### src/rtl/ship_placement_ctrl.sv
// Ship placement stage: cursor movement, per-cell bounds/overlap check and occupancy write.
// Optional SHIP_PREVIEW_EN builds the combinational ship-footprint preview output.
module ship_placement_ctrl #(
    parameter int N         = 5,
    parameter int MAX_SHIPS = 5
) (
    input  logic           clk,
    input  logic           rst,
    input  logic           enable,
    input  logic [2:0]     ships_amount,
    input  logic           move_up,
    input  logic           move_down,
    input  logic           move_left,
    input  logic           move_right,
    input  logic           rotate,
    input  logic           place,
    output logic [2:0]     i_actual,
    output logic [2:0]     j_actual,
    output logic [N*N-1:0] board,
    output logic [2:0]     ships_placed,
    output logic           ships_located,
    output logic           place_error,
    output logic           busy,
    output logic [N*N-1:0] preview
);
    localparam int IW = $clog2(N*N);

    typedef enum logic [2:0] {S_IDLE, S_MOVE, S_CHECK, S_WRITE, S_DONE} state_t;

    state_t         r_state, w_next;
    logic [5:0]     r_btn_d;
    logic [2:0]     r_i, r_j, r_idx, r_placed, r_target;
    logic           r_vert, r_latched, r_located, r_err, r_inc;
    logic [N*N-1:0] r_board;

    logic [5:0]     w_btn, w_edge;
    logic [3:0]     w_size, w_off, w_row, w_col, w_end;
    logic [2:0]     w_amt, w_tgt;
    logic [IW-1:0]  w_cell;
    logic           w_oob, w_hit, w_last, w_final, w_place_go;

    assign w_btn  = {rotate, place, move_right, move_left, move_down, move_up};
    assign w_edge = w_btn & ~r_btn_d;

    assign w_size = {1'b0, r_placed} + 4'd1;
    assign w_off  = {1'b0, r_idx};
    assign w_row  = {1'b0, r_i} + (r_vert ? w_off : 4'd0);
    assign w_col  = {1'b0, r_j} + (r_vert ? 4'd0 : w_off);
    assign w_end  = (r_vert ? {1'b0, r_i} : {1'b0, r_j}) + w_size - 4'd1;
    assign w_oob  = (r_idx == 3'd0) && (w_end > 4'(N-1));
    assign w_cell = IW'(32'(w_row) * N + 32'(w_col));
    // Cell 0 is the cursor itself, so the index is always in range when read.
    assign w_hit  = r_board[w_cell];
    assign w_last = (w_off == w_size - 4'd1);

    assign w_amt = (ships_amount == 3'd0) ? 3'd1 :
                   (ships_amount > 3'(MAX_SHIPS)) ? 3'(MAX_SHIPS) : ships_amount;
    assign w_tgt   = r_latched ? r_target : w_amt;
    assign w_final = (r_placed + 3'd1 == w_tgt);
    // Hold off a new placement while the previous count update is still pending.
    assign w_place_go = w_edge[4] && !r_inc;

    always_ff @(posedge clk) begin
        if (!rst) r_state <= S_IDLE;
        else      r_state <= w_next;
    end

    always_comb begin
        w_next = r_state;
        case (r_state)
            S_IDLE:  if (enable && !r_located) w_next = S_MOVE;
            S_MOVE:  if (!enable) w_next = S_IDLE;
                     else if (w_place_go) w_next = S_CHECK;
            S_CHECK: if (!enable) w_next = S_IDLE;
                     else if (w_oob || w_hit) w_next = S_MOVE;
                     else if (w_last) w_next = S_WRITE;
            S_WRITE: if (w_last) w_next = w_final ? S_DONE : (enable ? S_MOVE : S_IDLE);
            S_DONE:  w_next = S_DONE;
            default: w_next = S_IDLE;
        endcase
    end

    always_comb begin
        busy          = (r_state == S_CHECK) || (r_state == S_WRITE);
        place_error   = r_err;
        i_actual      = r_i;
        j_actual      = r_j;
        board         = r_board;
        ships_placed  = r_placed;
        ships_located = r_located;
    end

    always_ff @(posedge clk) begin
        if (!rst) begin
            r_btn_d <= '0; r_i <= '0; r_j <= '0; r_idx <= '0; r_placed <= '0;
            r_target <= '0; r_vert <= 1'b0; r_latched <= 1'b0; r_located <= 1'b0;
            r_err <= 1'b0; r_inc <= 1'b0; r_board <= '0;
        end else begin
            r_btn_d <= w_btn;
            r_err   <= 1'b0;
            r_inc   <= 1'b0;
            if (r_inc) begin
                r_placed  <= r_placed + 3'd1;
                r_located <= (r_placed + 3'd1 == r_target);
            end
            case (r_state)
                S_MOVE: begin
                    r_idx <= '0;
                    if (enable) begin
                        if (w_edge[5]) r_vert <= ~r_vert;
                        if (w_place_go && !r_latched) begin
                            r_target  <= w_amt;
                            r_latched <= 1'b1;
                        end
                        // A place edge swallows any move edge in the same cycle.
                        if (!w_edge[4]) begin
                            if (w_edge[0])      begin if (r_i != 3'd0)      r_i <= r_i - 3'd1; end
                            else if (w_edge[1]) begin if (r_i != 3'(N-1))   r_i <= r_i + 3'd1; end
                            else if (w_edge[2]) begin if (r_j != 3'd0)      r_j <= r_j - 3'd1; end
                            else if (w_edge[3]) begin if (r_j != 3'(N-1))   r_j <= r_j + 3'd1; end
                        end
                    end
                end
                S_CHECK: if (enable) begin
                    if (w_oob || w_hit) r_err <= 1'b1;
                    else                r_idx <= w_last ? 3'd0 : r_idx + 3'd1;
                end
                S_WRITE: begin
                    r_board[w_cell] <= 1'b1;
                    r_idx <= w_last ? 3'd0 : r_idx + 3'd1;
                    if (w_last) r_inc <= 1'b1;
                end
                default: ;
            endcase
        end
    end

`ifdef SHIP_PREVIEW_EN
    always_comb begin
        preview = '0;
        if (r_state == S_MOVE) begin
            for (int r = 0; r < N; r++) begin
                for (int c = 0; c < N; c++) begin
                    if (r_vert ? (c == int'(r_j) && r >= int'(r_i) && r < int'(r_i) + int'(w_size))
                               : (r == int'(r_i) && c >= int'(r_j) && c < int'(r_j) + int'(w_size)))
                        preview[r*N+c] = 1'b1;
                end
            end
        end
    end
`else
    assign preview = '0;
`endif

endmodule

### config.mk
export PLATFORM = sky130hd
export DESIGN_NAME = ship_placement_ctrl
export DESIGN_NICKNAME = d
export VERILOG_FILES = /design/src/rtl/ship_placement_ctrl.sv
export SDC_FILE = /design/constraint.sdc
export NUM_CORES = 1
export LEC_CHECK = 0
export ABC_CLOCK_PERIOD_IN_PS = 5390
export CORE_MARGIN = 4
export CORE_UTILIZATION = 51
export CTS_BUF_LIST = sky130_fd_sc_hd__clkbuf_8 sky130_fd_sc_hd__clkbuf_16
export CTS_CLUSTER_DIAMETER = 120
export CTS_CLUSTER_SIZE = 10
export DETAILED_ROUTE_END_ITERATION = 12
export HOLD_SLACK_MARGIN = 0.05
export PLACE_DENSITY = 0.8
export SYNTH_ARGS = -nofsm -noshare
export SYNTH_HDL_FRONTEND = slang
export SYNTH_SLANG_ARGS = --single-unit
### constraint.sdc
create_clock -name clk -period 5.39 [get_ports clk]
set_input_delay 1.617 -clock clk [delete_from_list [all_inputs] [get_ports clk]]
set_output_delay 1.617 -clock clk [all_outputs]
set_load 0.01 [all_outputs]
==> reports/qor.txt <==
status -> completed
H-tree depth -> 2
DR vias -> 2748
final worst path period share -> 0.873
# hold bufs at CTS -> 0
Max-Cap Viols -> 0
Startpoint Class -> flip-flop
total CTS buffers -> 5
Worst Path Required -> 5.63 ns
total wire length -> 7.17 mm
Reg-to-Reg Start -> r_vert
CP endpoint kind -> flip-flop
clock skew -> 0.0109 ns
crit path time final -> 4.71 ns
setup TNS -> 0 ns
Worst R2R Path Depth -> 15
Yosys warning total -> 0
Final Power -> 748 uW
Finished Cell Area -> 3910 sq um
CP endpoint -> r_idx[0]
ys flop type -> dfxtp_1
sequential area share after synthesis -> 0.319
row count -> 29
ANT cells -> 0
vias per cell -> 5.45
Pwr per Cell Area -> 191 nW/um^2
Post-CTS Resized -> 0
top cells by count, synth -> dfxtp_1 (54), nor2_1 (52), buf_4 (25)
Final HPWL DP -> 5.46 mm
wire per inst -> 14.2 microns
Synth-to-Final Area Change -> 15.2%
core area -> 6420 sq um
WHS -> 0.503 ns
number of port buffers -> 48
Longest Clk Path Bufs -> 2
Worst R2R End -> r_idx[0]
worst-path maximum fanout -> 10
number of global-route vias before repair -> 2569
depth of the worst hold-timing path -> 1
initial antenna violation count -> 0
Yosys top cell area share -> 0.319
CP Class -> flip-flop to flip-flop
worst slew pin tran -> 0.947 ns
Max Transition Viols Final -> 0
1st-iter DRT viols -> 182
postcts setup bufs -> 0
routability cong. -> 0.859
RSZ-0062 raised after global routing -> no
Cells after Synth -> 385
final hold violations -> 0
Leakage -> 0.00158 uW
Die Y -> 89.6 microns
Slew HR -> 0.367
synthesized flop and latch total -> 54
worst IR drop on VDD -> 0.148 mV
final setup fails -> 0
CTS Sinks -> 54
Worst Setup SP -> r_vert
Detailed Routing Iterations Pass 1 -> 4
CTS clk-pin slew, worst paths -> 0.10 ns
Post-Syn Area -> 3390 sq um
end-of-flow core utilization -> 0.609
Clock Tree Root -> clkbuf_8
CTS tree -> built
layout net count -> 466
Clock Latency Late Sink -> 0.31 ns
global route overflow -> 0
Die ar. -> 8020 sq um
worst min path class -> flip-flop to flip-flop
fmax -> 0.212 GHz
largest net degree at the start of global routing -> 28
R2R Setup Slk -> 0.68 ns
Synth async-reset ratio -> 0
die width -> 89.6 microns
Placed Area -> 3820 sq um
top cells by area, synth -> dfxtp_1 (32%), ha_1 (7.7%), nor2_1 (5.8%)
top-count cell post-synth -> dfxtp_1
Total Routing Usage GR -> 0.190
first-pass GRT wire length -> 11.9 mm
Synth Area per Inst -> 8.81 sq um
crit path DAT -> 4.95 ns
layout cells sized above 1 -> 0.0585
DRC Markers -> 0
# IOs -> 74
Routed Antenna Nets -> 0
Netlist cell types -> 54
Starting Density -> 0.528
Post-synth EDFFs -> 0
largest area contributor in the netlist -> dfxtp_1
routing by layer:
metal | part of all wire | global-route usage | up-vias | wire [microns]
met5 | 0 | 0 | - | 0
met4 | 0.012 | 0.0460 | 0 | 86
li1 | - | - | 1351 | -
met3 | 0.054 | 0.0493 | 6 | 387
met2 | 0.48 | 0.305 | 89 | 3410
met1 | 0.46 | 0.257 | 1302 | 3290
cell type report:
cell class | count | area [sq um]
clock inverters | 3 | 23.8
multi-input cells | 293 | 2060
flip-flops and latches | 54 | 1080
clock buffers | 5 | 68.8
fillers | 561 | 2510
repair buffers | 50 | 495
well taps | 77 | 96.3
inverters | 22 | 82.6
report_power, final:
part	leakage, uW	switching, uW	internal (uW)
combinational	0.00111	58.3	42.7
clock	0.0000408	139	93.1
sequential	0.000437	9.42	406
total	0.00158	207	542
kinds of logic after synthesis:
| family | count (synthesis) | synth area share |
|---|---|---|
| fa+ha+maj | 28 | 0.119 |
| other cells | 1 | 0.00111 |
| mux | 18 | 0.0771 |
| flops | 54 | 0.319 |
| simple gates | 134 | 0.197 |
| compound gates | 65 | 0.121 |
| buf+inv | 62 | 0.101 |
| xor+xnor | 23 | 0.0656 |
state kept, by name (all words and copies together) (netlist names):
| register | cells |
|---|---|
| board | 25 |
| r_btn_d | 6 |
| i_actual | 3 |
| j_actual | 3 |
| r_idx | 3 |
| r_state | 3 |
| r_target | 3 |
| ships_placed | 3 |
| place_error | 1 |
| r_inc | 1 |
| r_latched | 1 |
| r_vert | 1 |
| ships_located | 1 |
worst max-delay path, stage by stage, from the launching register on:
cell	delay, ns
dfxtp_1	0.43
and2_1	0.20
ha_1	0.20
fa_1	0.37
xor2_1	0.25
ha_1	0.28
ha_1	0.30
fa_1	0.57
inv_1	0.07
fa_1	0.71
inv_1	0.16
nand3_1	0.10
nand4_1	0.10
mux2_4	0.31
o21bai_1	0.35
mux2i_1	0.23
cells in the final DEF, fill, tap and decap left out, types with 4 or more instances in the layout:
cell type,n
fa_1,7
conb_1,25
dfxtp_1,54
clkbuf_8,5
and3_1,4
nand3_1,13
nor2b_1,7
nand2_1,13
mux4_2,6
nand2b_1,6
a21oi_1,24
ha_1,21
o21a_1,13
o21ai_0,11
xnor2_1,14
nor4_1,4
inv_1,22
clkdlybuf4s50_1,48
nor2_1,52
xor2_1,7
mux2i_1,10
nor3_1,9
and2_1,9
how the worst min path moves through the flow:
stage / to / from / slack [ns]
2_1_floorplan: r_idx[0] / r_idx[0] / 0.48
3_3_place_gp: board[18] / board[18] / 0.48
3_5_place_dp: board[23] / board[23] / 0.48
4_1_cts: board[19] / board[19] / 0.51
5_1_grt: ships_located / ships_located / 0.53
6_report: board[18] / board[18] / 0.50
through the flow:
step / setup WS (ns) / std cells
global placement: 0.901 / 496
finish: 0.682 / 504
detailed placement: 0.719 / 496
global route: 0.394 / 504
floorplan: 0.830 / 409
CTS: 0.689 / 504
No activity file was read; power rests on OpenSTA's default activity.
